[config.mk]
export PLATFORM = sky130hd
export DESIGN_NAME = video_pattern_gen
export DESIGN_NICKNAME = d
export VERILOG_FILES = /design/src/rtl/video_pattern_gen.sv
export SDC_FILE = /design/constraint.sdc
export NUM_CORES = 1
export LEC_CHECK = 0
export BUFFER_PORTS_ARGS = -buffer_cell sky130_fd_sc_hd__buf_2
export CAP_MARGIN = 10
export CORE_MARGIN = 8
export CORE_UTILIZATION = 40
export CTS_CLUSTER_DIAMETER = 60
export DETAILED_ROUTE_END_ITERATION = 6
export GPL_TIMING_DRIVEN = 0
export MAX_ROUTING_LAYER = met4
export PLACE_DENSITY = 0.6
export SLEW_MARGIN = 20
export SYNTH_ARGS = -nofsm -noshare
export SYNTH_HDL_FRONTEND = slang
export SYNTH_SLANG_ARGS = --single-unit
[constraint.sdc]
create_clock -name clk -period 6.2 [get_ports clk]
set_input_delay 0 -clock clk [delete_from_list [all_inputs] [get_ports clk]]
set_output_delay 0 -clock clk [all_outputs]
set_load 0.005 [all_outputs]
[src/rtl/video_pattern_gen.sv]
// Video timing generator with run-time selectable test patterns and frame counting.
// Outputs are registered one clock after the hc/vc counters.
module video_pattern_gen #(
  parameter int   H_ACTIVE = 640,
  parameter int   H_FP     = 16,
  parameter int   H_SYNC   = 96,
  parameter int   H_BP     = 48,
  parameter int   V_ACTIVE = 480,
  parameter int   V_FP     = 10,
  parameter int   V_SYNC   = 2,
  parameter int   V_BP     = 33,
  parameter int   DATA_W   = 8,
  parameter int   CHANNELS = 1,
  parameter int   CK_LOG2  = 3,
  parameter logic HS_POL   = 1'b1,
  parameter logic VS_POL   = 1'b1,
  localparam int  H_TOTAL  = H_ACTIVE + H_FP + H_SYNC + H_BP,
  localparam int  V_TOTAL  = V_ACTIVE + V_FP + V_SYNC + V_BP,
  localparam int  HW       = $clog2(H_TOTAL),
  localparam int  VW       = $clog2(V_TOTAL)
) (
  input  logic                         clk,
  input  logic                         rst,
  input  logic                         en,
  input  logic [2:0]                   mode,
  output logic                         hs,
  output logic                         vs,
  output logic                         de,
  output logic [HW-1:0]                x,
  output logic [VW-1:0]                y,
  output logic [CHANNELS*DATA_W-1:0]   data,
  output logic                         frame_start,
  output logic [15:0]                  frame_cnt,
  output logic                         state_dbg
);

  localparam logic [15:0] LFSR_SEED = 16'hACE1;
  localparam logic [15:0] LFSR_TAPS = 16'hB400;
  localparam int          CH_STEP   = (DATA_W >= 2) ? (1 << (DATA_W - 2)) : 0;

  typedef enum logic {IDLE, RUN} state_t;

  state_t                       state;
  logic [HW-1:0]                hc;
  logic [VW-1:0]                vc;
  logic [2:0]                   mode_r;
  logic [15:0]                  lfsr;

  logic [31:0]                  hcw;
  logic [31:0]                  vcw;
  logic                         at_origin;
  logic                         last_h;
  logic                         last_v;
  logic                         active;
  logic                         hs_n;
  logic                         vs_n;
  logic [2:0]                   mode_eff;
  logic [15:0]                  lfsr_cur;
  logic [15:0]                  lfsr_nxt;
  logic [DATA_W-1:0]            p;
  logic [CHANNELS*DATA_W-1:0]   pix;

  assign state_dbg = (state == RUN);

  always_comb begin
    hcw       = 32'(hc);
    vcw       = 32'(vc);
    at_origin = (hc == '0) && (vc == '0);
    last_h    = (hcw == 32'(H_TOTAL - 1));
    last_v    = (vcw == 32'(V_TOTAL - 1));
    active    = (hcw < 32'(H_ACTIVE)) && (vcw < 32'(V_ACTIVE));
    hs_n      = ((hcw >= 32'(H_ACTIVE + H_FP)) && (hcw < 32'(H_ACTIVE + H_FP + H_SYNC)))
                ? HS_POL : ~HS_POL;
    vs_n      = ((vcw >= 32'(V_ACTIVE + V_FP)) && (vcw < 32'(V_ACTIVE + V_FP + V_SYNC)))
                ? VS_POL : ~VS_POL;
    // The pixel at (0,0) already belongs to the new frame, so it sees the live mode
    // input and a freshly seeded LFSR rather than the registered copies.
    mode_eff  = at_origin ? mode : mode_r;
    lfsr_cur  = at_origin ? LFSR_SEED : lfsr;
    lfsr_nxt  = {1'b0, lfsr_cur[15:1]} ^ (lfsr_cur[0] ? LFSR_TAPS : 16'h0000);

    p = '0;
    case (mode_eff)
      3'd0: p = DATA_W'(hcw);
      3'd1: p = DATA_W'(vcw);
      3'd2: p = (hcw[CK_LOG2] ^ vcw[CK_LOG2]) ? {DATA_W{1'b1}} : '0;
      3'd3: p = DATA_W'(hcw + vcw);
      3'd4: p = DATA_W'(hcw + {16'h0000, frame_cnt});
      3'd5: p = lfsr_cur[DATA_W-1:0];
      3'd6: p[DATA_W-1] = 1'b1;
      default: p = '0;
    endcase

    pix = '0;
    for (int c = 0; c < CHANNELS; c++) begin
      pix[c*DATA_W +: DATA_W] = p + DATA_W'(c * CH_STEP);
    end
  end

  always_ff @(posedge clk) begin
    if (rst) begin
      state       <= IDLE;
      hc          <= '0;
      vc          <= '0;
      mode_r      <= '0;
      lfsr        <= LFSR_SEED;
      hs          <= ~HS_POL;
      vs          <= ~VS_POL;
      de          <= 1'b0;
      x           <= '0;
      y           <= '0;
      data        <= '0;
      frame_start <= 1'b0;
      frame_cnt   <= 16'h0000;
    end else begin
      case (state)
        IDLE: begin
          hc          <= '0;
          vc          <= '0;
          hs          <= ~HS_POL;
          vs          <= ~VS_POL;
          de          <= 1'b0;
          x           <= '0;
          y           <= '0;
          data        <= '0;
          frame_start <= 1'b0;
          if (en) state <= RUN;
        end
        RUN: begin
          x           <= hc;
          y           <= vc;
          hs          <= hs_n;
          vs          <= vs_n;
          de          <= active;
          data        <= active ? pix : '0;
          frame_start <= at_origin;
          mode_r      <= mode_eff;
          if (active) lfsr <= lfsr_nxt;
          // en is only consulted on the last clock of a frame, so frames never truncate.
          if (last_h) begin
            hc <= '0;
            if (last_v) begin
              vc        <= '0;
              frame_cnt <= frame_cnt + 16'd1;
              if (!en) state <= IDLE;
            end else begin
              vc <= vc + 1'b1;
            end
          end else begin
            hc <= hc + 1'b1;
          end
        end
      endcase
    end
  end

endmodule

==> Yosys cells after proc, flatten, opt, wreduce, memory -nomap -nowiden <==
Index checks and enable logic that the tools add are counted.
{ "totals": {"ff_bits": 88, "latchBits": 0, "mem_bits_rw": 0, "rom_bits": 0, "inputBits": 6, "out_inout_bits": 49, "word_cells": 70, "mem_count": 0} }
{ "classes": {"addsub": 5, "multipliers": 0, "div_mod_pow": 0, "n_lt_le_gt_ge": 6, "n_eq_ne": 9, "n_shift": 0, "muxes": 25, "bitwise_logic": 3, "reduce_logical": 9} }
{ "op_table": {"columns": ["op", "n"], "rows": [
  ["$pmux W10 S2", 4],
  ["$pmux W7 S6", 1],
  ["$mux W16", 2],
  ["$mux W10", 3],
  ["$add A10 B1 Y10 const B", 2],
  ["$eq A10 B10 Y1 const B", 2],
  ["$logic_not A10 Y1", 2],
  ["$lt A10 B10 Y1 const B", 2],
  ["$lt A10 B9 Y1 const B", 2],
  ["$add A16 B1 Y16 const B", 1],
  ["$add A8 B8 Y8", 2],
  ["$mux W8", 2],
  ["$pmux W8 S2", 1],
  ["$xor A15 B16 Y16", 1],
  ["$ge A10 B10 Y1 const B", 1],
  ["$ge A10 B9 Y1 const B", 1],
  ["$pmux W1 S2", 5],
  ["$eq A3 B3 Y1 const B", 3],
  ["$pmux W1 S7", 1],
  ["$eq A3 B2 Y1 const B", 2],
  ["$mux W1", 5],
  ["$logic_and A1 B1 Y1", 4],
  ["$eq A3 B1 Y1 const B", 1],
  ["$logic_not A3 Y1", 1],
  ["6 further kinds", 6]
]} }

==> Logic depth before layout (Yosys ltp) <==
Gate-level depths: netlist (run 1).
{ "logic_depth": {"word_depth": 7, "ltp_mapped": 13, "depth_no_buf": 10} }

==> Worst setup path before layout (run 1) <==
No wires, ideal clock.
{ "synth_timing": {"kind": "register to register", "from": "reg vc[0]", "to": "reg data[5]", "t_arrival_ps": 2213, "t_required_ps": 6143, "path_slack_ps": 3930, "stages_incl_launch_ff": 14, "n_path_buf": 4, "period_less_slack_ps": 2270, "cell_sequence": "dfxtp_1 -> inv_1 -> ha_1 -> nor2b_1 -> and4_1 -> buf_4 -> and2_4 -> buf_6 -> buf_4 -> a21oi_1 -> buf_2 -> nand2_1 -> o22ai_1 -> a31o_2"} }
{ "synth_via": {"elab_chain_cells": 7, "elab_cells_between_ends": 16} }
{ "synth_rtl": {"columns": ["element", "line", "rtl"], "rows": [
  ["start: declaration", "45", "logic [VW-1:0] vc;"],
  ["start signal: assignment", "147", "vc <= vc + 1'b1;"],
  ["parallel branches: the longest is 5 deep, another holds $add A8 B8 Y8", null, null],
  ["$mux W8 *", "135", "data <= active ? pix : '0;"],
  ["$pmux W8 S2 *", "116", "case (state)"],
  ["end signal: assignment", "135", null],
  ["end: declaration", "31", "output logic [CHANNELS*DATA_W-1:0] data,"]
]} }
Mark *: on every way between the ends.
A chain may end at the register's enable or synchronous reset.

==> Worst setup path after layout (run 1) <==
{ "layout_timing": {"from": "reg vc[0]", "to": "reg data[3]"} }
The elaborated chain is that of the path after synthesis.

==> run metrics, run 1 <==
overall fraction of global-route tracks in use 17.5%; GR met1 Demand/Resource 21.5%; number of synthesized register bits 88; WL final 12.3 mm; cells traversed along the worst timing path inv_1 -> ha_1 -> nor2b_1 -> and4_1 -> buf_4 -> and2_4 -> buf_6 -> o21ai_0 -> a22o_1 -> a22oi_1 -> a21oi_1; post-synth net total 549; TritonCTS clock tree built; leading register cell type out of synthesis sky130_fd_sc_hd__dfxtp_1; insertion delay to the later sink of the worst-skew pair 0.38 ns; data arrival time of the critical path 3.16 ns; # Post-CTS Setup Buffers 0; initial detailed-routing violation count 269; top-level I/O count 55; routed length per instance 16.8 um; global-route track usage on met3 3.89%; Critical Path Start vc[0]$_SDFFE_PP0P_; number of pins with negative max-slew slack in the final report 0; element type at the critical path end flip-flop; clock tree root driver cell sky130_fd_sc_hd__clkbuf_8; slowest cell on the critical path sky130_fd_sc_hd__o21ai_0; worst hold-check slack 0.101 ns; HPWL reported at the end of detailed placement 9.28 mm; reg-to-reg startpoint vc[0]$_SDFFE_PP0P_; total power divided by cell area 202 nW/um^2; clock buffers created by TritonCTS 9; largest net degree at the start of global routing 14; delay-heaviest family, CP compound AO/OA/AOI/OAI gates; sequential cell area fraction in the yosys report 39.4%; Rel. slew slack 48.1%; total gr overflow 0; Final Util 46.8%; critical path startpoint category flip-flop; top achievable clock speed 0.348 GHz; setup-violating endpoint count in the final report 0; shortest clock period the worst path allows after layout 2.87 ns; Die X 122 um; Synth cell types 58; num rows 38; number of synthesized flops with an enable pin 0; via count of the routed design 3970; final std cells w/o fill 732; quantity of gates resized following cts 0; setup clock skew after layout 0.0107 ns; proportion of register bits with asynchronous set or reset after synthesis 0%; via density per instance 5.42; class of the most critical hold timing path in -> reg; crit path buf inv count 3; kind of critical path reg -> reg; number of nets still failing antenna checks after routing 0; CP max stage delay 0.62 ns; required time worst endpoint 6.49 ns; post-synthesis instance area 4470 sq um; synthesis-to-layout area growth 14.1%; final weighted congestion in routability-driven placement 0.909; Cells after Synth 522; Synth Area per Inst 8.56 sq um; status completed; final setup margin 3.33 ns; setup repair after global routing missed its margin false; instance area after placement 4910 sq um; Hold Path Origin rst; layout filler cell count 1063; count of yosys warnings during synthesis 0; number of clock sinks 88; First-pass DRT Iterations 4; number of levels the H-tree was split into 3; number of cells in the design after placement 716; post-layout power 1.03 mW; leakage dissipation 2.11 nW; met2 layer usage reported by global route 26.7%; most congested layer reported by global routing met2; worst vdd rail ir drop 189 uV; core footprint 10900 sq um; total count of hold-check failures in the final report 0; share of final-layout standard cells stronger than drive strength 1 16.4%; accumulated negative setup slack 0 ns; dpl ws 3.40 ns; die outline height 122 um; global-route wire length before repair 19.6 mm; starting density of the core 41.0%; final critical-path share of the clock period 46.3%; buffer levels on the longest clock path 2; antenna violations before repair 0; total non-filler cell area in the finished layout 5100 sq um; IO buf count 54; slew of the pin with the lowest slew margin 0.770 ns; number of global-route vias before repair 3770; Antenna Cells 0; clock-pin slew on the worst setup and hold paths 0.08 ns; number of DRC violations after detailed routing 0; Total Die Area 14800 sq um; Nets 615; max-cap check violation count 0; maximum fanout count along the critical path 8
[placed cells by master, fill, tap and decap left out, types with 5 or more instances in the layout]
cell type / synthesis / final
sky130_fd_sc_hd__nor3_1: 15 / 15
sky130_fd_sc_hd__o31ai_1: 6 / 6
sky130_fd_sc_hd__nand2_1: 40 / 40
sky130_fd_sc_hd__nand2b_1: 7 / 7
sky130_fd_sc_hd__ha_1: 19 / 19
sky130_fd_sc_hd__clkbuf_1: 17 / 18
sky130_fd_sc_hd__buf_2: 10 / 64
sky130_fd_sc_hd__and4_1: 5 / 5
sky130_fd_sc_hd__o21bai_1: 6 / 6
sky130_fd_sc_hd__or3_1: 5 / 5
sky130_fd_sc_hd__nor2b_1: 9 / 9
sky130_fd_sc_hd__clkbuf_8: 0 / 11
sky130_fd_sc_hd__dfxtp_1: 88 / 88
sky130_fd_sc_hd__inv_1: 14 / 14
sky130_fd_sc_hd__xnor2_1: 14 / 14
sky130_fd_sc_hd__and3_1: 16 / 16
sky130_fd_sc_hd__nand3_1: 24 / 24
sky130_fd_sc_hd__xor2_1: 22 / 22
sky130_fd_sc_hd__o21ai_0: 26 / 26
sky130_fd_sc_hd__a21oi_1: 28 / 28
sky130_fd_sc_hd__nand4_1: 5 / 5
sky130_fd_sc_hd__and2_1: 17 / 17
sky130_fd_sc_hd__nor2_1: 54 / 54
[routing by layer]
metal | vias up | share of wire, %
li1 | 1964 | -
met1 | 1868 | 48
met2 | 117 | 44
met3 | 21 | 5.4
met4 | 0 | 2.5
met5 | - | 0
[state kept, by name, indices dropped and copies added (netlist names), 3 cells and up]
| register | cells |
|---|---|
| frame_cnt | 16 |
| lfsr | 16 |
| hc | 10 |
| vc | 10 |
| x | 10 |
| y | 10 |
| data | 8 |
| mode_r | 3 |
[path summary, 6_finish.rpt]
path	to	cells after the start	slack, ns
min	vc[8]$_SDFFE_PP0P_	3	0.10
max reg2reg	data[3]$_SDFF_PP0_	11	3.33
min reg2reg	lfsr[12]$_SDFFE_PP0P_	2	0.46
max	data[3]$_SDFF_PP0_	11	3.33
[cells in the mapped netlist, types with 3 or more instances]
| cell | count | area, sq um |
|---|---|---|
| sky130_fd_sc_hd__dfxtp_1 | 88 | 1760 |
| sky130_fd_sc_hd__xor2_1 | 22 | 193 |
| sky130_fd_sc_hd__inv_1 | 14 | 52.6 |
| sky130_fd_sc_hd__buf_6 | 4 | 45.0 |
| sky130_fd_sc_hd__a32o_1 | 3 | 30.0 |
| sky130_fd_sc_hd__nand4_1 | 5 | 31.3 |
| sky130_fd_sc_hd__a22o_1 | 4 | 35.0 |
| sky130_fd_sc_hd__and4_1 | 5 | 43.8 |
| sky130_fd_sc_hd__nor2_1 | 54 | 203 |
| sky130_fd_sc_hd__and3_1 | 16 | 100 |
| sky130_fd_sc_hd__o32ai_1 | 3 | 26.3 |
| sky130_fd_sc_hd__xnor2_1 | 14 | 123 |
| sky130_fd_sc_hd__nand3b_1 | 3 | 22.5 |
| sky130_fd_sc_hd__nand2b_1 | 7 | 43.8 |
| sky130_fd_sc_hd__o21bai_1 | 6 | 45.0 |
| sky130_fd_sc_hd__and2_1 | 17 | 106 |
| sky130_fd_sc_hd__nor2b_1 | 9 | 56.3 |
| sky130_fd_sc_hd__a32oi_1 | 3 | 26.3 |
| sky130_fd_sc_hd__a211oi_1 | 4 | 30.0 |
| sky130_fd_sc_hd__o31ai_1 | 6 | 45.0 |
| sky130_fd_sc_hd__a21o_1 | 4 | 30.0 |
| sky130_fd_sc_hd__or3_1 | 5 | 31.3 |
| sky130_fd_sc_hd__mux2i_1 | 3 | 30.0 |
| sky130_fd_sc_hd__o21ai_0 | 26 | 130 |
| sky130_fd_sc_hd__ha_1 | 19 | 238 |
| sky130_fd_sc_hd__clkbuf_1 | 17 | 63.8 |
| sky130_fd_sc_hd__nand2_1 | 40 | 150 |
| sky130_fd_sc_hd__nor3_1 | 15 | 75.1 |
| sky130_fd_sc_hd__a21oi_1 | 28 | 140 |
| sky130_fd_sc_hd__mux2_2 | 3 | 33.8 |
| sky130_fd_sc_hd__o211ai_1 | 3 | 22.5 |
| sky130_fd_sc_hd__o22ai_1 | 4 | 25.0 |
| sky130_fd_sc_hd__o21a_1 | 3 | 22.5 |
| sky130_fd_sc_hd__a31oi_1 | 4 | 25.0 |
| sky130_fd_sc_hd__buf_2 | 10 | 50.1 |
| sky130_fd_sc_hd__nand3_1 | 24 | 120 |
[report_power, final]
part / internal (mW) / switching (mW)
logic: 0.0293 / 0.0560
clock network: 0.164 / 0.201
registers: 0.573 / 0.00637
[area by class of cell]
type	count	area [sq um]	area share, %
Multi-Input combinational cell	385	2470	48.5
Clock buffer	12	155	3.04
Inverter	15	56.3	1.10
Buffer	34	179	3.51
Tap cell	140	175	3.44
Sequential cell	88	1760	34.6
Timing Repair Buffer	55	280	5.50
Clock inverter	3	17.5	0.344
[worst reg2reg max path, cell delays in order (launching register included)]
cell	delay, ns
sky130_fd_sc_hd__dfxtp_1	0.54
sky130_fd_sc_hd__inv_1	0.12
sky130_fd_sc_hd__ha_1	0.20
sky130_fd_sc_hd__nor2b_1	0.15
sky130_fd_sc_hd__and4_1	0.16
sky130_fd_sc_hd__buf_4	0.16
sky130_fd_sc_hd__and2_4	0.16
sky130_fd_sc_hd__buf_6	0.12
sky130_fd_sc_hd__o21ai_0	0.62
sky130_fd_sc_hd__a22o_1	0.26
sky130_fd_sc_hd__a22oi_1	0.08
sky130_fd_sc_hd__a21oi_1	0.23
[what timing repair did]
item,CTS,global route
endpoints found under the setup margin,0,0
hold buffers,1,0
hold endpoints to repair,1,0
[cells by family (layout without fill, tap and decap cells)]
logic type | after synthesis | after routing | share of synthesized area (%)
muxes | 7 | 7 | 1.74
and+or+nand+nor | 209 | 209 | 23.9
adders and majority gates | 21 | 21 | 6.22
buffers and inverters | 49 | 119 | 5.26
DFF | 88 | 88 | 39.4
AOI/OAI and AO/OA | 112 | 112 | 16.4
xor gates and xnor gates | 36 | 36 | 7.05
No activity file was read; power rests on OpenSTA's default activity.
==> run 2, diff against run 1 <==
--- a/config.mk
+++ b/config.mk
@@ -5,6 +5,7 @@
 export SDC_FILE = /design/constraint.sdc
 export NUM_CORES = 1
 export LEC_CHECK = 0
+export ABC_AREA = 1
 export BUFFER_PORTS_ARGS = -buffer_cell sky130_fd_sc_hd__buf_2
 export CAP_MARGIN = 10
 export CORE_MARGIN = 8
@@ -13,7 +14,7 @@
 export DETAILED_ROUTE_END_ITERATION = 6
 export GPL_TIMING_DRIVEN = 0
 export MAX_ROUTING_LAYER = met4
-export PLACE_DENSITY = 0.6
+export PLACE_DENSITY = 0.59
 export SLEW_MARGIN = 20
 export SYNTH_ARGS = -nofsm -noshare
 export SYNTH_HDL_FRONTEND = slang
==> constraint.sdc (replaced) <==
create_clock -name clk -period 3 [get_ports clk]
set_input_delay 0 -clock clk [delete_from_list [all_inputs] [get_ports clk]]
set_output_delay 0 -clock clk [all_outputs]
set_load 0.005 [all_outputs]
==> run 2 against run 1 <==
  * Clock-buffer cell count down 2
  * Synthesized cell count increased by 27%
  * First-iteration DRC count up 7.8%
  * Sequential power up 110%
  * Critical path depth stayed put
  * Critical path type unchanged
  * Critical endpoint is now data[1]$_SDFF_PP0_
  * Highest routed layer unchanged
==> run metrics, run 2 <==
total count of hold-check failures in the final report 0 (unchanged); WL final 13.9 mm (+13%); CP max stage delay 0.40 ns (-0.22 ns); top achievable clock speed 0.404 GHz (+16%); biggest regs frame_cnt (16), lfsr (16); Total Die Area 16100 sq um (+8.6%); delay-heaviest family, CP simple AND/OR/NAND/NOR gates; element type at the critical path end flip-flop; final setup margin 0.526 ns (-2.80 ns); cell types with the highest counts after synthesis 116 x sky130_fd_sc_hd__nand2_1, 88 x sky130_fd_sc_hd__dfxtp_1, 85 x sky130_fd_sc_hd__inv_1; Synth Area per Inst 7.42 sq um (-13%); num rows 40 (+5.3%); maximum fanout count along the critical path 10 (+2); top cell type's share of synthesized area 35.9% (-3.5 points); combinational family with the most area after synthesis simple AND/OR/NAND/NOR gates; data arrival time of the critical path 2.76 ns (-0.40 ns); worst hold-check slack 0.298 ns (+0.198 ns); antenna violations before repair 0 (unchanged); cell with the most instances on the worst path sky130_fd_sc_hd__nand4_1; Die X 127 um (+4.2%); starting density of the core 40.9% (-0.16 points); worst vdd rail ir drop 248 uV (+31%); part of the power in the clock network 43.8% (+8.4 points); # Post-CTS Setup Buffers 0 (unchanged); portion of total power attributed to sequential cells 48.1% (-8.2 points); synthesized-area fraction occupied by ao, oa, aoi and oai cells 10.2% (-6.2 points); via count of the routed design 4531 (+14%); number of cells in the design after placement 863 (+21%); number of levels the H-tree was split into 3 (unchanged); number of clock sinks 88 (unchanged); cells traversed along the worst timing path inv_1 -> ha_1 -> nand3_1 -> nor2_8 -> nand4_1 -> nand2_2 -> buf_2 -> nand4_1 -> nand2_1 -> nor2_1 -> a21oi_1; required time worst endpoint 3.28 ns (-3.21 ns); accumulated negative setup slack 0 ns (unchanged); combinational group share of total power 8.1% (-0.2 points); status completed; class of the most critical hold timing path in -> reg; final weighted congestion in routability-driven placement 0.931 (+2.4%); First-pass DRT Iterations 5 (+1); share of final-layout standard cells stronger than drive strength 1 17.8% (+1.5 points); max-cap check violation count 0 (unchanged); slew of the pin with the lowest slew margin 0.620 ns (-0.150 ns); setup repair after global routing missed its margin false; Rel. slew slack 58.7% (+11 points); top-level I/O count 55 (unchanged); Synth Area in Simple Gates 34.2% (+10 points); biggest area consumer among synthesized cells sky130_fd_sc_hd__dfxtp_1; Post-Synth XOR/XNOR Area 4.82% (-2.2 points); internal power 1.84 mW (+140%); layout filler cell count 1252 (+18%); number of DRC violations after detailed routing 0 (unchanged); slowest cell on the critical path sky130_fd_sc_hd__dfxtp_1; sequential cell area fraction in the yosys report 35.9% (-3.5 points); reported net switching power 0.643 mW (+140%); final std cells w/o fill 881 (+20%); clock buffers created by TritonCTS 9 (unchanged); total gr overflow 0 (unchanged); overall fraction of global-route tracks in use 18.1% (+0.58 points); post-synth net total 689 (+26%); most frequently used cell type in the post-synthesis netlist sky130_fd_sc_hd__nand2_1; leakage dissipation 2.61 nW (+24%); final critical-path share of the clock period 82.5% (+36 points); sw frac 25.8% (+0.28 points); Antenna Cells 0 (unchanged); core footprint 12000 sq um (+10%); HPWL reported at the end of detailed placement 10.9 mm (+17%); post-layout power 2.49 mW (+140%); shortest clock period the worst path allows after layout 2.47 ns (-0.398 ns); leading cell type in the layout, fill and taps excluded sky130_fd_sc_hd__nand2_1; number of synthesized flops with an enable pin 0 (unchanged); setup clock skew after layout 0.00523 ns (-0.00549 ns); quantity of gates resized following cts 0 (unchanged); Nets 756 (+23%); top post-synthesis cells by area sky130_fd_sc_hd__dfxtp_1 36%, sky130_fd_sc_hd__nand2_1 8.9%, sky130_fd_sc_hd__inv_1 6.5%; TritonCTS clock tree built; die outline height 127 um (+4.2%); kind of critical path reg -> reg; critical path startpoint category flip-flop; dpl ws 0.579 ns (-2.82 ns); via density per instance 5.14 (-5.2%); Post-Synth Adder-Cell Area 5.66% (-0.56 points); total power divided by cell area 438 nW/um^2 (+120%); fraction of synthesized area in multiplexers 0% (-1.7 points); setup-violating endpoint count in the final report 0 (unchanged); clock-pin slew on the worst setup and hold paths 0.07 ns (about the same); number of global-route vias before repair 4520 (+20%); largest net degree at the start of global routing 17 (+3); insertion delay to the later sink of the worst-skew pair 0.35 ns (-0.03 ns); post-synthesis instance area 4910 sq um (+9.9%); number of synthesized register bits 88 (unchanged); crit path buf inv count 2 (-1); global-route wire length before repair 22.5 mm (+15%); most frequent cells in the layout 116 x sky130_fd_sc_hd__nand2_1, 88 x sky130_fd_sc_hd__dfxtp_1, 85 x sky130_fd_sc_hd__inv_1; clock tree root driver cell sky130_fd_sc_hd__clkbuf_16; Cells after Synth 662 (+27%); Synth cell types 48 (-17%); IO buf count 54 (unchanged); initial detailed-routing violation count 290 (+7.8%); number of nets still failing antenna checks after routing 0 (unchanged); routed length per instance 15.7 um (-6.5%); number of pins with negative max-slew slack in the final report 0 (unchanged); synthesis-to-layout area growth 15.5%; proportion of register bits with asynchronous set or reset after synthesis 0% (unchanged); buffer levels on the longest clock path 2 (unchanged); count of yosys warnings during synthesis 0 (unchanged); leading register cell type out of synthesis sky130_fd_sc_hd__dfxtp_1
run 2: changes by cell type after synthesis, moves of 10 or more:
cell / previous run / this run
sky130_fd_sc_hd__nand2_1: 40 / 116
sky130_fd_sc_hd__and2_1: 17 / 0
sky130_fd_sc_hd__inv_1: 14 / 85
sky130_fd_sc_hd__a21oi_1: 28 / 39
sky130_fd_sc_hd__and3_1: 16 / 0
sky130_fd_sc_hd__o21ai_0: 26 / 16
sky130_fd_sc_hd__nor2_1: 54 / 83
sky130_fd_sc_hd__nand4_1: 5 / 34
sky130_fd_sc_hd__nand3_1: 24 / 36
run 2: cells by family after synthesis:
kind of cell / Yosys count
AOI/OAI and AO/OA: 85
xor gates and xnor gates: 27
adders and majority gates: 21
buffers and inverters: 109
DFF: 88
and+or+nand+nor: 332
run 2: metrics by stage:
step           utilization, %  area, sq um
6_report                 47.2         5670
5_1_grt                  47.2         5670
4_1_cts                  47.2         5670
3_5_place_dp             44.7         5370
3_3_place_gp             44.7         5370
2_1_floorplan               -         4910
run 2: repair_timing:
item	CTS	global route
endpoints found under the hold margin	2	0
hold buffers	2	0
endpoints found under the setup margin	0	0
run 2: path summary, 6_finish.rpt:
path	startpoint	endpoint	slack (ns)	cells after the start
min	mode[1]	mode_r[1]$_SDFFE_PP0P_	0.30	5
max	hc[1]$_SDFF_PP0_	data[1]$_SDFF_PP0_	0.53	11
max reg2reg	hc[1]$_SDFF_PP0_	data[1]$_SDFF_PP0_	0.53	11
min reg2reg	lfsr[8]$_SDFFE_PP0P_	lfsr[8]$_SDFFE_PP0P_	0.47	2
run 2: worst min-delay path, delay by kind of cell:
family | cells | cell delay, ns
AND/OR/NAND/NOR | 2 | 0.35
buffers and inverters | 2 | 0.16
AO/OA/AOI/OAI | 1 | 0.12
run 2: metal layers:
metal  track usage (%)  wire length [um]  up-vias
li1                  -                 -     2303
met1              21.9              6490     2084
met2              28.8              6280      120
met3              3.85               714       24
met4              7.21               359        0
met5                 -                 0        -
run 2: power by group through the flow:
stage / registers (mW) / logic (mW) / clock network [mW]
floorplan: 1.22 / 0.146 / 0
global placement: 1.22 / 0.198 / 0
detailed placement: 1.22 / 0.200 / 0
CTS: 1.20 / 0.202 / 1.11
global route: 1.20 / 0.223 / 1.16
finish: 1.20 / 0.202 / 1.09
run 2: final cells by class:
cell class / count / area (sq um) / area share (%)
buffer: 18 / 114 / 2.01
timing repair buffer: 56 / 290 / 5.12
multi-input combinational: 465 / 2690 / 47.5
tap: 147 / 184 / 3.24
clock inverter: 6 / 50.0 / 0.882
clock buffer: 10 / 239 / 4.21
sequential: 88 / 1760 / 31.0
inverter: 91 / 342 / 6.02
==> run 3, diff against run 2 <==
--- a/config.mk
+++ b/config.mk
@@ -14,7 +14,7 @@
 export DETAILED_ROUTE_END_ITERATION = 6
 export GPL_TIMING_DRIVEN = 0
 export MAX_ROUTING_LAYER = met4
-export PLACE_DENSITY = 0.59
+export PLACE_DENSITY = 0.61
 export SLEW_MARGIN = 20
 export SYNTH_ARGS = -nofsm -noshare
 export SYNTH_HDL_FRONTEND = slang
==> constraint.sdc (replaced) <==
create_clock -name clk -period 2.1 [get_ports clk]
set_input_delay 0 -clock clk [delete_from_list [all_inputs] [get_ports clk]]
set_output_delay 0 -clock clk [all_outputs]
set_load 0.005 [all_outputs]
==> run 3 against run 2 <==
  * Global-route usage grew 0.13 points
  * Worst setup slack worse by 0.44 ns
  * Critical path depth grew 3
  * Critical endpoint is now data[7]$_SDFF_PP0_
  * Largest power group is now clock
  * Highest routed layer unchanged
==> run metrics, run 3 (synthesis gave the netlist of run 2 again) <==
routed length per instance 16.0 um (+1.7%); global-route track usage on met3 3.10% (-0.75 points); buffer levels on the longest clock path 2 (unchanged); CP max stage delay 0.37 ns (-0.03 ns); number of clock sinks 88 (unchanged); class of the most critical hold timing path in -> reg; layout filler cell count 1184 (-5.4%); element type at the critical path end flip-flop; required time worst endpoint 2.34 ns (-0.94 ns); initial detailed-routing violation count 284 (-2.1%); IO buf count 54 (unchanged); die outline height 127 um (unchanged); leading cell type in the layout, fill and taps excluded sky130_fd_sc_hd__nand2_1; antenna violations before repair 0 (unchanged); maximum fanout count along the critical path 6 (-4); cells traversed along the worst timing path inv_4 -> ha_4 -> inv_2 -> nor3_4 -> nand3_4 -> nand2_4 -> nand2_4 -> buf_4 -> nand2_4 -> nor2_4 -> nand2_1 -> nand3_1 -> nor2_2 -> nor2_1; clock tree root driver cell sky130_fd_sc_hd__clkbuf_16; Die X 127 um (unchanged); post-layout power 3.77 mW (+52%); final weighted congestion in routability-driven placement 0.925 (-0.64%); number of DRC violations after detailed routing 0 (unchanged); max-cap check violation count 0 (unchanged); setup clock skew after layout 0.00594 ns (+0.000710 ns); number of nets still failing antenna checks after routing 0 (unchanged); WL final 14.3 mm (+3.5%); most frequent cells in the layout 114 x sky130_fd_sc_hd__nand2_1, 81 x sky130_fd_sc_hd__nor2_1, 80 x sky130_fd_sc_hd__inv_1; worst setup slack for register-to-register paths 0.09 ns (-0.44 ns); total gr overflow 0 (unchanged); starting density of the core 40.9% (unchanged); final critical-path share of the clock period 95.9% (+13 points); delay-heaviest family, CP simple AND/OR/NAND/NOR gates; top achievable clock speed 0.497 GHz (+23%); core footprint 12000 sq um (unchanged); Rel. slew slack 56.6% (-2.1 points); kind of critical path reg -> reg; num rows 40 (unchanged); synthesis-to-layout area growth 22.3%; total count of hold-check failures in the final report 0 (unchanged); GR met1 Demand/Resource 22.7% (+0.78 points); Total Die Area 16100 sq um (unchanged); worst-case reg-to-reg path depth 14 (+3); Hold Path Origin mode[1]; largest net degree at the start of global routing 16 (-1); total power divided by cell area 628 nW/um^2 (+43%); worst vdd rail ir drop 265 uV (+6.9%); number of global-route vias before repair 4534 (+0.31%); total non-filler cell area in the finished layout 6000 sq um (+5.8%); slew of the pin with the lowest slew margin 0.651 ns (+0.0310 ns); most congested layer reported by global routing met2; Critical Path Start vc[0]$_SDFFE_PP0P_; number of pins with negative max-slew slack in the final report 0 (unchanged); clock buffers created by TritonCTS 9 (unchanged); via count of the routed design 4729 (+4.4%); shortest clock period the worst path allows after layout 2.01 ns (-0.460 ns); global-route wire length before repair 22.7 mm (+1.3%); top-level I/O count 55 (unchanged); clock-pin slew on the worst setup and hold paths 0.07 ns (about the same); crit path buf inv count 3 (+1); Min-Delay Endpoint mode_r[1]$_SDFFE_PP0P_; insertion delay to the later sink of the worst-skew pair 0.35 ns (about the same); biggest regs frame_cnt (16), lfsr (16); met2 layer usage reported by global route 28.7% (-0.063 points); end of the worst register-to-register path data[7]$_SDFF_PP0_; data arrival time of the critical path 2.25 ns (-0.51 ns); Nets 772 (+2.1%); status completed; number of levels the H-tree was split into 3 (unchanged); leakage dissipation 2.75 nW (+5.3%); overall fraction of global-route tracks in use 18.2% (+0.13 points); TritonCTS clock tree built; share of final-layout standard cells stronger than drive strength 1 23.7% (+5.9 points); setup-violating endpoint count in the final report 0 (unchanged); via density per instance 5.27 (+2.5%); reg-to-reg startpoint vc[0]$_SDFFE_PP0P_; instance area after placement 5370 sq um (unchanged); setup repair after global routing missed its margin true; hold-critical path depth 5 (unchanged); slowest cell on the critical path sky130_fd_sc_hd__dfxtp_4; Antenna Cells 0 (unchanged); First-pass DRT Iterations 5 (unchanged); HPWL reported at the end of detailed placement 10.9 mm (+0.18%); critical path startpoint category flip-flop; cell with the most instances on the worst path sky130_fd_sc_hd__nand2_4
==> run 3: changes by cell type in the layout (fill, tap and decap cells not counted), moves of 4 or more <==
cell,previous run,this run
sky130_fd_sc_hd__ha_1,19,14
sky130_fd_sc_hd__buf_4,3,18
sky130_fd_sc_hd__dfxtp_4,0,4
sky130_fd_sc_hd__inv_1,85,80
sky130_fd_sc_hd__dfxtp_1,88,79
sky130_fd_sc_hd__dfxtp_2,0,5
==> run 3: worst max path at each step <==
stage                               endpoint  slack [ns]  cells past startpoint
after floorplan           data[3]$_SDFF_PP0_        0.17                     13
after global placement    data[4]$_SDFF_PP0_       -0.28                     11
after detailed placement  data[4]$_SDFF_PP0_       -0.27                     11
after CTS                 data[6]$_SDFF_PP0_        0.01                     13
after global routing      data[4]$_SDFF_PP0_       -0.02                     12
final                     data[7]$_SDFF_PP0_        0.09                     14
==> run 3: final cells by class <==
| class | instances | area (sq um) | area share (%) |
|---|---|---|---|
| multi-input cells | 465 | 2820 | 46.9 |
| well taps | 147 | 184 | 3.06 |
| clock inverters | 7 | 95.1 | 1.58 |
| plain buffers | 18 | 126 | 2.10 |
| inverters | 91 | 362 | 6.02 |
| repair buffers | 72 | 410 | 6.83 |
| flip-flops and latches | 88 | 1780 | 29.7 |
| clock buffers | 9 | 225 | 3.75 |
==> run 3: metal layers <==
| layer | wire, um | part of all wire [%] |
|---|---|---|
| met1 | 6490 | 45 |
| met2 | 6790 | 47 |
| met3 | 779 | 5.4 |
| met4 | 280 | 2.0 |
| met5 | 0 | 0 |
==> run 3: repair_timing <==
item / in CTS / in global routing
hold buffers: 2 / 0
endpoints found under the hold margin: 2 / 0
endpoints found under the setup margin: 13 / 35
resized for setup: 16 / 43
setup buffers: 2 / 14
pin swaps: 3 / 14
==> run 3: per-stage QoR <==
step / instances / hold slack [ns] / worst slack (ns) / utilization [%] / setup TNS [ns]
3_5_place_dp: 863 / 0.211 / -0.271 / 44.7 / -1.91
2_1_floorplan: 662 / 0.0788 / 0.173 / - / 0
5_1_grt: 897 / 0.334 / -0.0179 / 50.0 / -0.0495
3_3_place_gp: 863 / 0.215 / -0.275 / 44.7 / -2.01
6_report: 897 / 0.273 / 0.0861 / 50.0 / 0
4_1_cts: 883 / 0.274 / 0.00967 / 48.0 / 0
==> run 3: worst min-delay path: stages <==
cell	delay, ns
sky130_fd_sc_hd__buf_2	0.10
sky130_fd_sc_hd__nand4_1	0.15
sky130_fd_sc_hd__nand2_4	0.20
sky130_fd_sc_hd__o21ai_0	0.10
sky130_fd_sc_hd__inv_1	0.05
==> run 3: power breakdown <==
group | switching (mW) | internal, mW | total [mW]
clock network | 0.689 | 1.04 | 1.73
logic | 0.214 | 0.118 | 0.331
registers | 0.0166 | 1.69 | 1.71
total | 0.920 | 2.85 | 3.77
